**src/rtl/riscv_pkg.sv**
```systemverilog
// Shared RV32 decode constants used by the EX-stage units.
package riscv_pkg;

   // Funct7 value that routes an R-type op to the mul/div unit
   localparam logic [6:0] FUNCT7_MULDIV = 7'b0000001;

   // M-extension operation, keyed on Funct3
   typedef enum logic [2:0] {
      OP_MUL    = 3'b000,
      OP_MULH   = 3'b001,
      OP_MULHSU = 3'b010,
      OP_MULHU  = 3'b011,
      OP_DIV    = 3'b100,
      OP_DIVU   = 3'b101,
      OP_REM    = 3'b110,
      OP_REMU   = 3'b111
   } muldiv_op_e;

endpackage

```
**src/rtl/muldiv_unit.sv**
```systemverilog
// Iterative RV32M multiply/divide: shift-add multiply and restoring divide on
// operand magnitudes, one bit per CALC cycle, with sign fix-up on the way out.
// Divide-by-zero and signed overflow bypass CALC and finish in one cycle.
module muldiv_unit
   import riscv_pkg::*;
#(
   parameter int WIDTH = 32
) (
   input  logic             clk,
   input  logic             reset,
   input  logic             start,
   input  logic             flush,
   input  logic [2:0]       Funct3,
   input  logic [WIDTH-1:0] SrcA,
   input  logic [WIDTH-1:0] SrcB,
   output logic             busy,
   output logic             done,
   output logic [WIDTH-1:0] result
);

   localparam int CW = $clog2(WIDTH);
   localparam logic [WIDTH-1:0] MOST_NEG = {1'b1, {(WIDTH-1){1'b0}}};

   typedef enum logic [1:0] {S_IDLE, S_CALC, S_DONE} state_e;

   state_e         state, state_nxt;
   muldiv_op_e     op_q, op_in;
   logic [CW-1:0]  cnt;
   logic [WIDTH-1:0] hi_q, lo_q, opb_q;    // hi:lo is the accumulator / rem:quot pair
   logic           neg_q, rneg_q;          // product/quotient sign, remainder sign

   logic           sa, sb, a_neg, b_neg, div0, ovf, fast, launch;
   logic [WIDTH-1:0] fast_res, fin_res, hi_nxt, lo_nxt;
   logic [WIDTH:0] mul_sum, div_trial;
   logic           div_ge, last;

   // magnitude of a value that is optionally signed
   function automatic logic [WIDTH-1:0] magn(input logic [WIDTH-1:0] v, input logic sgn);
      return (sgn && v[WIDTH-1]) ? -v : v;
   endfunction

   // optional two's-complement negate
   function automatic logic [WIDTH-1:0] cneg(input logic [WIDTH-1:0] v, input logic n);
      return n ? -v : v;
   endfunction

   // operand decode and the single-cycle special cases
   always_comb begin
      op_in    = muldiv_op_e'(Funct3);
      sa       = (op_in == OP_MULH) || (op_in == OP_MULHSU) || (op_in == OP_DIV) || (op_in == OP_REM);
      sb       = (op_in == OP_MULH) || (op_in == OP_DIV) || (op_in == OP_REM);
      a_neg    = sa & SrcA[WIDTH-1];
      b_neg    = sb & SrcB[WIDTH-1];
      div0     = op_in[2] && (SrcB == '0);
      ovf      = ((op_in == OP_DIV) || (op_in == OP_REM)) && (SrcA == MOST_NEG) && (SrcB == '1);
      fast     = div0 | ovf;
      fast_res = '0;
      if (div0)     fast_res = op_in[1] ? SrcA : '1;
      else if (ovf) fast_res = op_in[1] ? '0 : MOST_NEG;
      launch   = (state == S_IDLE) && start && !flush;
   end

   // one iteration of shift-add (mul) or restoring subtract (div)
   always_comb begin
      mul_sum   = {1'b0, hi_q} + {1'b0, (lo_q[0] ? opb_q : '0)};
      div_trial = {hi_q, lo_q[WIDTH-1]} - {1'b0, opb_q};
      div_ge    = !div_trial[WIDTH];
      if (op_q[2]) begin
         hi_nxt = div_ge ? div_trial[WIDTH-1:0] : {hi_q[WIDTH-2:0], lo_q[WIDTH-1]};
         lo_nxt = {lo_q[WIDTH-2:0], div_ge};
      end else begin
         hi_nxt = mul_sum[WIDTH:1];
         lo_nxt = {mul_sum[0], lo_q[WIDTH-1:1]};
      end
      last = (cnt == CW'(WIDTH-1));
   end

   // final result with sign correction; upper half of -{hi,lo} is ~hi + (lo == 0)
   always_comb begin
      case (op_q)
         OP_MUL:                    fin_res = lo_nxt;
         OP_MULH, OP_MULHSU,
         OP_MULHU:                  fin_res = neg_q ? (~hi_nxt + {{(WIDTH-1){1'b0}}, (lo_nxt == '0)})
                                                    : hi_nxt;
         OP_DIV, OP_DIVU:           fin_res = cneg(lo_nxt, neg_q);
         default:                   fin_res = cneg(hi_nxt, rneg_q);
      endcase
   end

   // next-state logic; flush overrides everything
   always_comb begin
      state_nxt = state;
      case (state)
         S_IDLE:  if (launch) state_nxt = fast ? S_DONE : S_CALC;
         S_CALC:  if (last)   state_nxt = S_DONE;
         S_DONE:              state_nxt = S_IDLE;
         default:             state_nxt = S_IDLE;
      endcase
      if (flush) state_nxt = S_IDLE;
   end

   assign busy = (state == S_CALC);
   assign done = (state == S_DONE);

   // state, operand latch, iteration and result registers
   always_ff @(posedge clk or negedge reset) begin
      if (!reset) begin
         state  <= S_IDLE;
         op_q   <= OP_MUL;
         cnt    <= '0;
         hi_q   <= '0;
         lo_q   <= '0;
         opb_q  <= '0;
         neg_q  <= 1'b0;
         rneg_q <= 1'b0;
         result <= '0;
      end else begin
         state <= state_nxt;
         if (launch) begin
            op_q   <= op_in;
            cnt    <= '0;
            hi_q   <= '0;
            lo_q   <= magn(SrcA, sa);
            opb_q  <= magn(SrcB, sb);
            neg_q  <= a_neg ^ b_neg;
            rneg_q <= a_neg;
            if (fast) result <= fast_res;
         end else if (state == S_CALC && !flush) begin
            hi_q <= hi_nxt;
            lo_q <= lo_nxt;
            cnt  <= cnt + CW'(1);
            if (last) result <= fin_res;
         end
      end
   end

endmodule

```
**config.mk**
```make
export PLATFORM = sky130hd
export DESIGN_NAME = muldiv_unit
export DESIGN_NICKNAME = d
export VERILOG_FILES = /design/src/rtl/riscv_pkg.sv /design/src/rtl/muldiv_unit.sv
export SDC_FILE = /design/constraint.sdc
export NUM_CORES = 1
export LEC_CHECK = 0
export CAP_MARGIN = 20
export CORE_ASPECT_RATIO = 1.5
export CORE_MARGIN = 5
export CORE_UTILIZATION = 56
export DETAILED_ROUTE_END_ITERATION = 12
export PLACE_DENSITY_LB_ADDON = 0.2
export SETUP_SLACK_MARGIN = 0.4
export SYNTH_ARGS = -nofsm -noshare
export SYNTH_HDL_FRONTEND = slang
export SYNTH_SLANG_ARGS = --single-unit
```
**constraint.sdc**
```tcl
create_clock -name clk -period 5.95 [get_ports clk]
set_input_delay 1.4875 -clock clk [delete_from_list [all_inputs] [get_ports clk]]
set_output_delay 1.4875 -clock clk [all_outputs]
set_load 0.02 [all_outputs]
```
Word level (Yosys, flattened, before mapping)
Index checks and enable logic that the tools add are counted.

$add $sub $neg: 8. Multipliers: 0. Div/mod/pow operators: 0. $lt $le $gt $ge: 0. Eq/ne operators: 17. Shift operators: 0. Mux-type cells: 29. Bitwise gates (word level): 5. Reduce and logical (&&, ||, !) cells: 26.

Operators by type and width (count): $mux 32 (21); $neg 32->32 (4); $pmux 32 s3 (1); $eq 32x32->1 const B (2); $logic_not 32->1 (2); $add 32x32->33 (1); $sub 33x32->33 (1); $add 32x1->32 (1); $not 32->32 (1); $eq 3x3->1 const B (4); $mux 5 (2); $eq 3x2->1 const B (3); $logic_and 1x1->1 (8); $mux 2 (4); $eq 3x1->1 const B (2); $logic_or 1x1->1 (6); $add 5x1->5 const B (1); $eq 5x5->1 const B (1); $pmux 2 s2 (1); $reduce_bool 2->1 (2); $logic_not 3->1 (1); $ne 3x2->1 const B (1); $ne 3x3->1 const B (1); $reduce_and 3->1 (1); other kinds (11) (13).

Register bits: 140. Latch bits: 0. Bits in writable memories: 0. Bits in read-only memories: 0. Input port bits: 71. Output and inout port bits: 34. Word-level logic and storage cells: 94. Memories kept: 0.

Depth between registers and ports, before layout
Gate-level depths: netlist of run 1.

Depth in word-level cells: 10. Depth in mapped cells: 28.

Least setup slack after synthesis of run 1
OpenSTA, ideal clock, no wires.

Path kind: register to register. Start: register lo_q[31]. End: register result[31]. Setup time: 0.120 ns. Data arrival time: 6.199 ns. Required time: 5.830 ns. Path slack: -0.368 ns. Stages on the path, launching flop included: 29. Path buffers: 1. Cell sequence: dfrtp_1 -> inv_1 -> ha_1 -> inv_1 -> fa_1 -> a211oi_2 -> o211ai_1 -> a22oi_4 -> a21oi_4 -> or3_1 -> buf_6 -> nand3_1 -> a21boi_0 -> ha_1 -> o21ai_0 -> nand2b_1 -> nor2_1 -> nor4b_1 -> nand3_1 -> or2_2 -> nor4_1 -> ha_1 -> o21ai_1 -> nor3_1 -> nand4_1 -> nor4b_2 -> mux2i_1 -> o311ai_1 -> a31o_1.

Cells in the longest elaborated chain, start to end: 10. Elaborated cells between the ends (all ways): 17.

Ends and longest elaborated chain: start: declaration (line muldiv_unit.sv:29) `logic [WIDTH-1:0] hi_q, lo_q, opb_q;`; start signal: assignment (line muldiv_unit.sv:123) `lo_q <= magn(SrcA, sa);`; start signal: assignment (line muldiv_unit.sv:130) `lo_q <= lo_nxt;`; $sub 33x32->33 (line muldiv_unit.sv:66) `div_trial = {hi_q, lo_q[WIDTH-1]} - {1'b0, opb_q};`; $logic_not 1->1 or $mux 32 (tied branches) (line muldiv_unit.sv:67, muldiv_unit.sv:69); $mux 32 (line muldiv_unit.sv:68) `if (op_q[2]) begin`; $logic_not 32->1 or $not 32->32 (tied branches) (line muldiv_unit.sv:83) `OP_MULHU: fin_res = neg_q ? (~hi_nxt + {{(WIDTH-1){1'b0}}, (lo_nxt == '0)})`; $add 32x1->32 (line muldiv_unit.sv:83); $mux 32 (line muldiv_unit.sv:83); $pmux 32 s3 (*) (line muldiv_unit.sv:80) `case (op_q)`; $mux 32 (*) (line muldiv_unit.sv:132) `if (last) result <= fin_res;`; $mux 32 (*) (line muldiv_unit.sv:128) `end else if (state == S_CALC && !flush) begin`; $mux 32 (*) (line muldiv_unit.sv:119) `if (launch) begin`; end signal: assignment (line muldiv_unit.sv:127) `if (fast) result <= fast_res;`; end signal: assignment (line muldiv_unit.sv:132); end: declaration (line muldiv_unit.sv:18) `output logic [WIDTH-1:0] result`.

Every way passes the cells marked *; elsewhere a longest branch is shown, timed or not. The select of a mux whose other input is x is not followed. A chain may end at the register's enable or synchronous reset.

Worst setup path in the final report of run 1
Same ends and word-level chain as after synthesis.

==> implementation parameters, run 1 <==
Parameter                              Value

Place
  Global placer's final weighted congestion ... 1.06
  Post-detail-place hpwl ... 52100 um
  IO buf count ... 104
  Placement Cell Area ... 17600 um^2
  Cell total after placement ... 2554

Final layout
  Number of diodes added for antenna fixing ... 0
  Count of nets after finishing ... 2404
  Filler cells ... 2410
  Final cell area excluding filler cells ... 18700 um^2
  Filler-free cell count of the finished design ... 2617
  Post-route core utilization ... 67.1%
  Relative area change from synthesis to final layout ... 18.6%
  Footprint of the flip-flops and latches ... 3510 um^2
  Share of layout cells above drive strength 1 ... 12.0%
  Area of combinational cells with multiple inputs ... 11700 um^2

Worst hold path
  Hold depth ... 2
  Worst hold path startpoint ... result[1]$_DFFE_PN0P_
  Worst Hold Path EP ... result[1]$_DFFE_PN0P_
  Path type of the worst min-delay path ... reg2reg

Setup path
  Critical path capture point type ... flop
  Setup CP Type ... reg2reg
  Path depth of the worst reg2reg path ... 27
  Cell with the biggest individual delay on the critical path ... sky130_fd_sc_hd__or3_4
  Worst reg2reg setup slack ... 0.30 ns
  Worst reg2reg endpoint ... result[31]$_DFFE_PN0P_
  Maximum cell stage delay along the critical path ... 0.40 ns
  Worst setup SP type ... flop
  Source of the worst register-to-register timing path ... lo_q[31]$_DFFE_PN0P_
  Required @ worst endpoint ... 6.29 ns
  Worst Path Arrival ... 5.99 ns
  Crit Path Max Fanout ... 3

Drt
  Metal1 wirelength ... 23300 um
  Via count ... 18200
  Final ANT Viol Nets ... 0
  Vias per cell ... 6.97
  Detailed-routed wire length on met2 ... 32700 um
  Routed WL per cell ... 26.2 um
  Amount of wire on met3 after detailed routing ... 5510 um
  Count of unresolved DRC violations after routing ... 0
  Post-detailed-routing wire length ... 68700 um
  First DRT Iteration DRCs ... 1698
  Uppermost routed layer ... met4
  Number of optimization iterations in the first detailed-route pass ... 8

Floorplan
  Area enclosed by the die boundary ... 31700 um^2
  IO Pins ... 105
  Std-Cell Core Area ... 27900 um^2
  Die W ... 147 um
  Rows ... 75
  Starting utilization of the core area ... 56.6%
  Die height ... 216 um

CTS
  Sinks on the clock net ... 140
  Maximum level of the CTS H-tree ... 4
  TritonCTS Buffers ... 17
  Hold-fix buffer count after cts ... 0
  CTS Buffer Depth ... 2
  Clock latency at the later pin of the worst-skew pair ... 0.45 ns
  Cell chosen for the clock root ... sky130_fd_sc_hd__clkbuf_16
  Clock transition at the registers of the reported paths ... 0.07 ns
  Clock tree from TritonCTS ... done

STA
  Pins Over Slew Limit ... 0
  Setup skew after layout ... 0.0104 ns
  Final hold violation count ... 0
  Ratio of final minimum period to clock period ... 95.0%
  Final critical path time including I/O delays and setup ... 5.65 ns
  Transition at the pin with the smallest max-transition slack ... 1.09 ns
  Final-report setup violation count ... 0
  Headroom to the max-slew limit ... 27.3%
  Highest Clock Rate ... 177 MHz
  Sum of negative setup slack ... 0 ns
  Unrepaired setup endpoints after global routing ... yes

Synth
  Number of nets produced by synthesis ... 2285
  Avg Inst Size Synth ... 7.37 um^2
  Gate Count Post-Synth ... 2139
  Yosys top cell area share ... 22.2%
  Number of different library cells in the post-synthesis netlist ... 100
  Commonest register cell after synthesis ... sky130_fd_sc_hd__dfrtp_1
  Cell type with the highest aggregate area in the netlist ... sky130_fd_sc_hd__dfrtp_1
  Post-synthesis sequential element count ... 140
  Asr flop ratio synth ... 100%
  Number of warnings printed during yosys synthesis ... 0
  Fraction of the yosys area taken by sequential cells ... 22.2%
  List of most frequent post-synthesis cells ... sky130_fd_sc_hd__nand2_1 (251), sky130_fd_sc_hd__o21ai_0 (231), sky130_fd_sc_hd__a21oi_1 (190)
  Area of the mapped netlist ... 15800 um^2
  Dominant cell by count in the synthesized netlist ... sky130_fd_sc_hd__nand2_1
  Cells taking the most area after synthesis ... sky130_fd_sc_hd__dfrtp_1 (22%), sky130_fd_sc_hd__o21ai_0 (7.3%), sky130_fd_sc_hd__a21oi_1 (6.0%)
  Number of enable-type register cells in the synthesized netlist ... 0

GRT
  Initial antenna violation count ... 0
  First-pass GRT wire length ... 104000 um
  Total routing resource utilization after global routing ... 42.2%
  Via count of the first global-routing pass ... 17900
  Largest net degree at the start of global routing ... 98
  Total global routing overflow ... 0

Power
  Internal power consumption ... 0.00413 W
  Max VDD drop ... 0.278 mV
  Static leakage ... 7.67 nW
  Total Power Consumption ... 0.00889 W
  Reported net switching power ... 0.00476 W
  Pwr per Cell Area ... 475 nW/um^2
  Relative contribution of the clock network to total power ... 13.9%
  Proportion of total power due to net switching ... 53.6%
  Power share of the combinational group ... 68.9%
  Reg power frac ... 17.1%

Flow run
  Max-cap viol count ... 0

Status
  Outcome ... finished, final reports clean
## critical path: cells and delay by family (launching register included)
| kind | cells | cell delay, ns |
|---|---|---|
| AND/OR/NAND/NOR | 11 | 2.37 |
| multiplexers | 1 | 0.26 |
| buffers and inverters | 2 | 0.11 |
| flip-flops | 1 | 0.39 |
| AO/OA/AOI/OAI | 9 | 1.47 |
| adder cells (fa/ha/maj) | 4 | 0.91 |
## routing by layer
layer | global-route usage, % | up-vias
met2 | 72.0 | 1175
met5 | 0 | -
li1 | - | 8087
met3 | 7.57 | 359
met1 | 45.7 | 8616
met4 | 33.8 | 0
## worst max-delay path by stage
stage | slack [ns] | end | from | cells after the start
global placement | 0.24 | result[31]$_DFFE_PN0P_ | lo_q[31]$_DFFE_PN0P_ | 27
CTS | 0.33 | result[22]$_DFFE_PN0P_ | lo_q[31]$_DFFE_PN0P_ | 28
detailed placement | 0.11 | result[31]$_DFFE_PN0P_ | lo_q[31]$_DFFE_PN0P_ | 27
floorplan | 0.36 | result[31]$_DFFE_PN0P_ | lo_q[31]$_DFFE_PN0P_ | 28
finish | 0.30 | result[31]$_DFFE_PN0P_ | lo_q[31]$_DFFE_PN0P_ | 27
global route | 0.07 | result[29]$_DFFE_PN0P_ | lo_q[31]$_DFFE_PN0P_ | 30
## sequential cells by signal (all words and copies together) (netlist names)
signal  cells
opb_q      32
result     32
rneg_q      1
state       2
cnt         5
lo_q       32
hi_q       32
op_q        3
neg_q       1
## cell families (layout without fill, tap and decap cells)
kind of cell / after synthesis / after routing / share of synthesized area (%)
mux: 41 / 41 / 2.69
compound gates: 760 / 760 / 31.4
buf+inv: 219 / 351 / 5.58
xor+xnor: 179 / 179 / 9.94
flops: 140 / 140 / 22.2
simple gates: 725 / 725 / 22.2
fa+ha+maj: 75 / 75 / 6.04
## metrics by stage
stage          setup WS [ns]  hold WS, ns
6_report               0.295        0.491
5_1_grt               0.0690        0.531
4_1_cts                0.334        0.490
3_5_place_dp           0.106        0.474
3_3_place_gp           0.240        0.458
2_1_floorplan          0.358        0.460
## layout by cell type (no fill, tap or decap), types with 17 or more instances in the layout
cell,count
sky130_fd_sc_hd__ha_1,69
sky130_fd_sc_hd__xor2_1,71
sky130_fd_sc_hd__nor3_1,68
sky130_fd_sc_hd__nand4_1,31
sky130_fd_sc_hd__a22o_1,24
sky130_fd_sc_hd__a21oi_1,188
sky130_fd_sc_hd__o31ai_1,21
sky130_fd_sc_hd__dfrtp_1,137
sky130_fd_sc_hd__inv_1,79
sky130_fd_sc_hd__nand2_1,247
sky130_fd_sc_hd__o21ai_0,219
sky130_fd_sc_hd__nand3_1,44
sky130_fd_sc_hd__clkdlybuf4s50_1,103
sky130_fd_sc_hd__xnor2_1,106
sky130_fd_sc_hd__and2_1,40
sky130_fd_sc_hd__o21a_1,17
sky130_fd_sc_hd__a31oi_1,37
sky130_fd_sc_hd__clkbuf_16,17
sky130_fd_sc_hd__nor4_1,21
sky130_fd_sc_hd__nor2_1,145
sky130_fd_sc_hd__or3_1,22
sky130_fd_sc_hd__a21o_1,20
sky130_fd_sc_hd__o21ai_1,17
sky130_fd_sc_hd__o211ai_1,48
sky130_fd_sc_hd__buf_4,126
sky130_fd_sc_hd__mux2i_1,33
## power groups by stage
stage	combinational (W)	clock, W	sequential [W]
6_report	0.00613	0.00124	0.00152
3_3_place_gp	0.00568	0	0.00151
2_1_floorplan	0.00406	0	0.00134
3_5_place_dp	0.00571	0	0.00152
5_1_grt	0.00652	0.00128	0.00154
4_1_cts	0.00584	0.00123	0.00150
## cell type report
type	instances	share of cell area, %
multi-input cells	1780	62.7
flip-flops and latches	140	18.8
repair buffers	236	11.1
clock buffers	22	2.48
well taps	346	2.32
inverters	83	1.67
clock inverters	10	1.00
## timing repair
action	CTS	global route
setup buffers	23	8
setup endpoints to repair	25	29
gates resized for setup	22	32
pin swaps	25	32
No activity file was read; power rests on OpenSTA's default activity.
==> inputs of run 2 (changes only) <==
--- a/config.mk
+++ b/config.mk
@@ -10,6 +10,7 @@
 export CORE_MARGIN = 5
 export CORE_UTILIZATION = 56
 export DETAILED_ROUTE_END_ITERATION = 12
+export GPL_TIMING_DRIVEN = 0
 export PLACE_DENSITY_LB_ADDON = 0.2
 export SETUP_SLACK_MARGIN = 0.4
 export SYNTH_ARGS = -nofsm -noshare
==> run 2 against run 1 <==
Fmax fell by 13%. Utilization rose by 0.31 points. Die area did not move. Largest power group unchanged. Worst hold slack improved by 0.015 ns. Clock skew rose by 0.00054 ns. Total power rose by 0.51%. The run now ends with negative setup slack left.
==> implementation parameters, run 2 (synthesis results as in run 1) <==
Parameter                              Value

Final layout
  Most frequent cells in the layout ... sky130_fd_sc_hd__nand2_1 (244), sky130_fd_sc_hd__o21ai_0 (215), sky130_fd_sc_hd__a21oi_1 (185), sky130_fd_sc_hd__nor2_1 (146), sky130_fd_sc_hd__dfrtp_1 (136)
  Most common cell after layout, fill and taps aside ... sky130_fd_sc_hd__nand2_1
  Count of nets after finishing ... 2451
  Share of layout cells above drive strength 1 ... 10.2%
  Relative area change from synthesis to final layout ... 19.1%

STA
  Worst hold slack across all endpoints ... 0.506 ns
  Unrepaired setup endpoints after global routing ... yes
  Final critical path time including I/O delays and setup ... 6.52 ns
  Ratio of final minimum period to clock period ... 110%
  Final-report setup violation count ... 29
  Headroom to the max-slew limit ... 21.3%
  Highest Clock Rate ... 153 MHz
  Pins Over Slew Limit ... 0
  Transition at the pin with the smallest max-transition slack ... 1.18 ns
  Sum of negative setup slack ... -12.82 ns
  Setup skew after layout ... 0.0109 ns
  Post-route worst setup slack ... -0.567 ns
  Final hold violation count ... 0

CTS
  TritonCTS Buffers ... 17
  Clock tree from TritonCTS ... done
  Clock transition at the registers of the reported paths ... 0.07 ns
  CTS Buffer Depth ... 2
  Hold-fix buffer count after cts ... 0
  Sinks on the clock net ... 140
  Cell chosen for the clock root ... sky130_fd_sc_hd__clkbuf_16
  Maximum level of the CTS H-tree ... 4
  Clock latency at the later pin of the worst-skew pair ... 0.47 ns

Floorplan
  Die W ... 147 um
  Starting utilization of the core area ... 56.6%
  Die height ... 216 um
  IO Pins ... 105
  Std-Cell Core Area ... 27900 um^2
  Area enclosed by the die boundary ... 31700 um^2
  Rows ... 75

GRT
  Largest net degree at the start of global routing ... 77
  Via count of the first global-routing pass ... 18300
  First-pass GRT wire length ... 108000 um
  Total routing resource utilization after global routing ... 44.8%
  Initial antenna violation count ... 1
  Total global routing overflow ... 0

Worst hold path
  Path type of the worst min-delay path ... reg2reg

Place
  IO buf count ... 104
  Global placer's final weighted congestion ... 1.09
  Post-detail-place hpwl ... 56500 um

Drt
  Count of unresolved DRC violations after routing ... 0
  First DRT Iteration DRCs ... 2127
  Post-detailed-routing wire length ... 73300 um
  Final ANT Viol Nets ... 0
  Routed WL per cell ... 27.5 um
  Via count ... 18800
  Vias per cell ... 7.07
  Number of optimization iterations in the first detailed-route pass ... 7

Status
  Outcome ... finished with violations
  Violations in the final reports ... negative setup slack

Power
  Reg power frac ... 16.9%
  Pwr per Cell Area ... 476 nW/um^2
  Proportion of total power due to net switching ... 56.5%
  Static leakage ... 7.52 nW
  Internal power consumption ... 0.00388 W
  Max VDD drop ... 0.310 mV
  Relative contribution of the clock network to total power ... 12.3%
  Reported net switching power ... 0.00505 W
  Total Power Consumption ... 0.00893 W
  Power share of the combinational group ... 70.9%

Setup path
  Setup CP Type ... reg2reg
  Worst reg2reg setup slack ... -0.57 ns
  Worst Path Arrival ... 6.90 ns
  Crit Path Max Fanout ... 10
  Critical path capture point type ... flop
  Worst setup SP type ... flop
  Required @ worst endpoint ... 6.33 ns

Flow run
  Max-cap viol count ... 0
## run 2: cell count changes in the layout (fill, tap and decap cells not counted), sizes merged
cell    delta
clkbuf    +99
clkinv     +3
diode      +1
bufinv     -4
buf       -55
inv        +4
## run 2: timing repair
action,4_1_cts,5_1_grt
buffers inserted,25,13
gates resized for setup,67,46
gates cloned,0,0
pin swaps,60,47
setup endpoints to repair,33,33
## run 2: metal layers
| layer | routed length (um) | track usage [%] | share of wire [%] | vias up |
|---|---|---|---|---|
| met4 | 9200 | 43.3 | 13 | 0 |
| met1 | 23800 | 47.6 | 32 | 8708 |
| li1 | - | - | - | 8191 |
| met2 | 33400 | 73.1 | 46 | 1404 |
| met5 | 0 | 0 | 0 | - |
| met3 | 6890 | 8.96 | 9.4 | 531 |
## run 2: area by class of cell
cell class / instances / area [um^2]
Antenna cell: 1 / 2.50
Inverter: 83 / 320
Sequential cell: 140 / 3510
Clock inverter: 13 / 129
Tap cell: 346 / 433
Fill cell: 2460 / 9080
Buffer: 136 / 574
Timing Repair Buffer: 147 / 1410
Clock buffer: 19 / 443
Multi-Input combinational cell: 1780 / 12000
## run 2: stage by stage
stage	cells	worst slack [ns]	util [%]	instance area [um^2]
after floorplan	2139	0.358	-	15900
after global placement	2589	-2.27	62.3	17400
after detailed placement	2592	-1.70	62.5	17400
after CTS	2649	-0.263	66.2	18500
after global routing	2664	-0.593	67.4	18800
final	2665	-0.567	67.4	18800
## run 2: critical path, stage by stage, from the launching register on
cell and delay, ns:
sky130_fd_sc_hd__dfrtp_1 0.34, sky130_fd_sc_hd__buf_2 0.27, sky130_fd_sc_hd__buf_2 0.42, sky130_fd_sc_hd__buf_2 0.39, sky130_fd_sc_hd__buf_2 0.35, sky130_fd_sc_hd__buf_2 0.41, sky130_fd_sc_hd__clkbuf_2 0.43, sky130_fd_sc_hd__buf_2 0.47
sky130_fd_sc_hd__clkbuf_1 0.64, sky130_fd_sc_hd__mux2_2 0.47, sky130_fd_sc_hd__nor4_4 0.27, sky130_fd_sc_hd__buf_6 0.19, sky130_fd_sc_hd__ha_4 0.16, sky130_fd_sc_hd__o21ai_4 0.08, sky130_fd_sc_hd__nor3_4 0.26, sky130_fd_sc_hd__buf_4 0.16
sky130_fd_sc_hd__a31oi_1 0.09, sky130_fd_sc_hd__xor2_1 0.22, sky130_fd_sc_hd__a211o_1 0.28, sky130_fd_sc_hd__a221o_1 0.34, sky130_fd_sc_hd__a31oi_1 0.18
## run 2: power by group through the flow
stage	Sequential (W)	Clock, W	Combinational [W]
floorplan	0.00134	0	0.00406
global placement	0.00149	0	0.00560
detailed placement	0.00150	0	0.00566
CTS	0.00148	0.00109	0.00589
global route	0.00152	0.00113	0.00668
finish	0.00151	0.00110	0.00633
## run 2: worst paths after layout
check,end,cells after the start,from
min in group asynchronous,lo_q[30]$_DFFE_PN0P_,1,reset
worst min-delay path,result[0]$_DFFE_PN0P_,2,result[0]$_DFFE_PN0P_
worst min register to register,result[0]$_DFFE_PN0P_,2,result[0]$_DFFE_PN0P_
worst max register to register,result[15]$_DFFE_PN0P_,20,op_q[2]$_DFFE_PN0P_
max in group asynchronous,opb_q[2]$_DFFE_PN0P_,2,reset
worst max-delay path,result[15]$_DFFE_PN0P_,20,op_q[2]$_DFFE_PN0P_
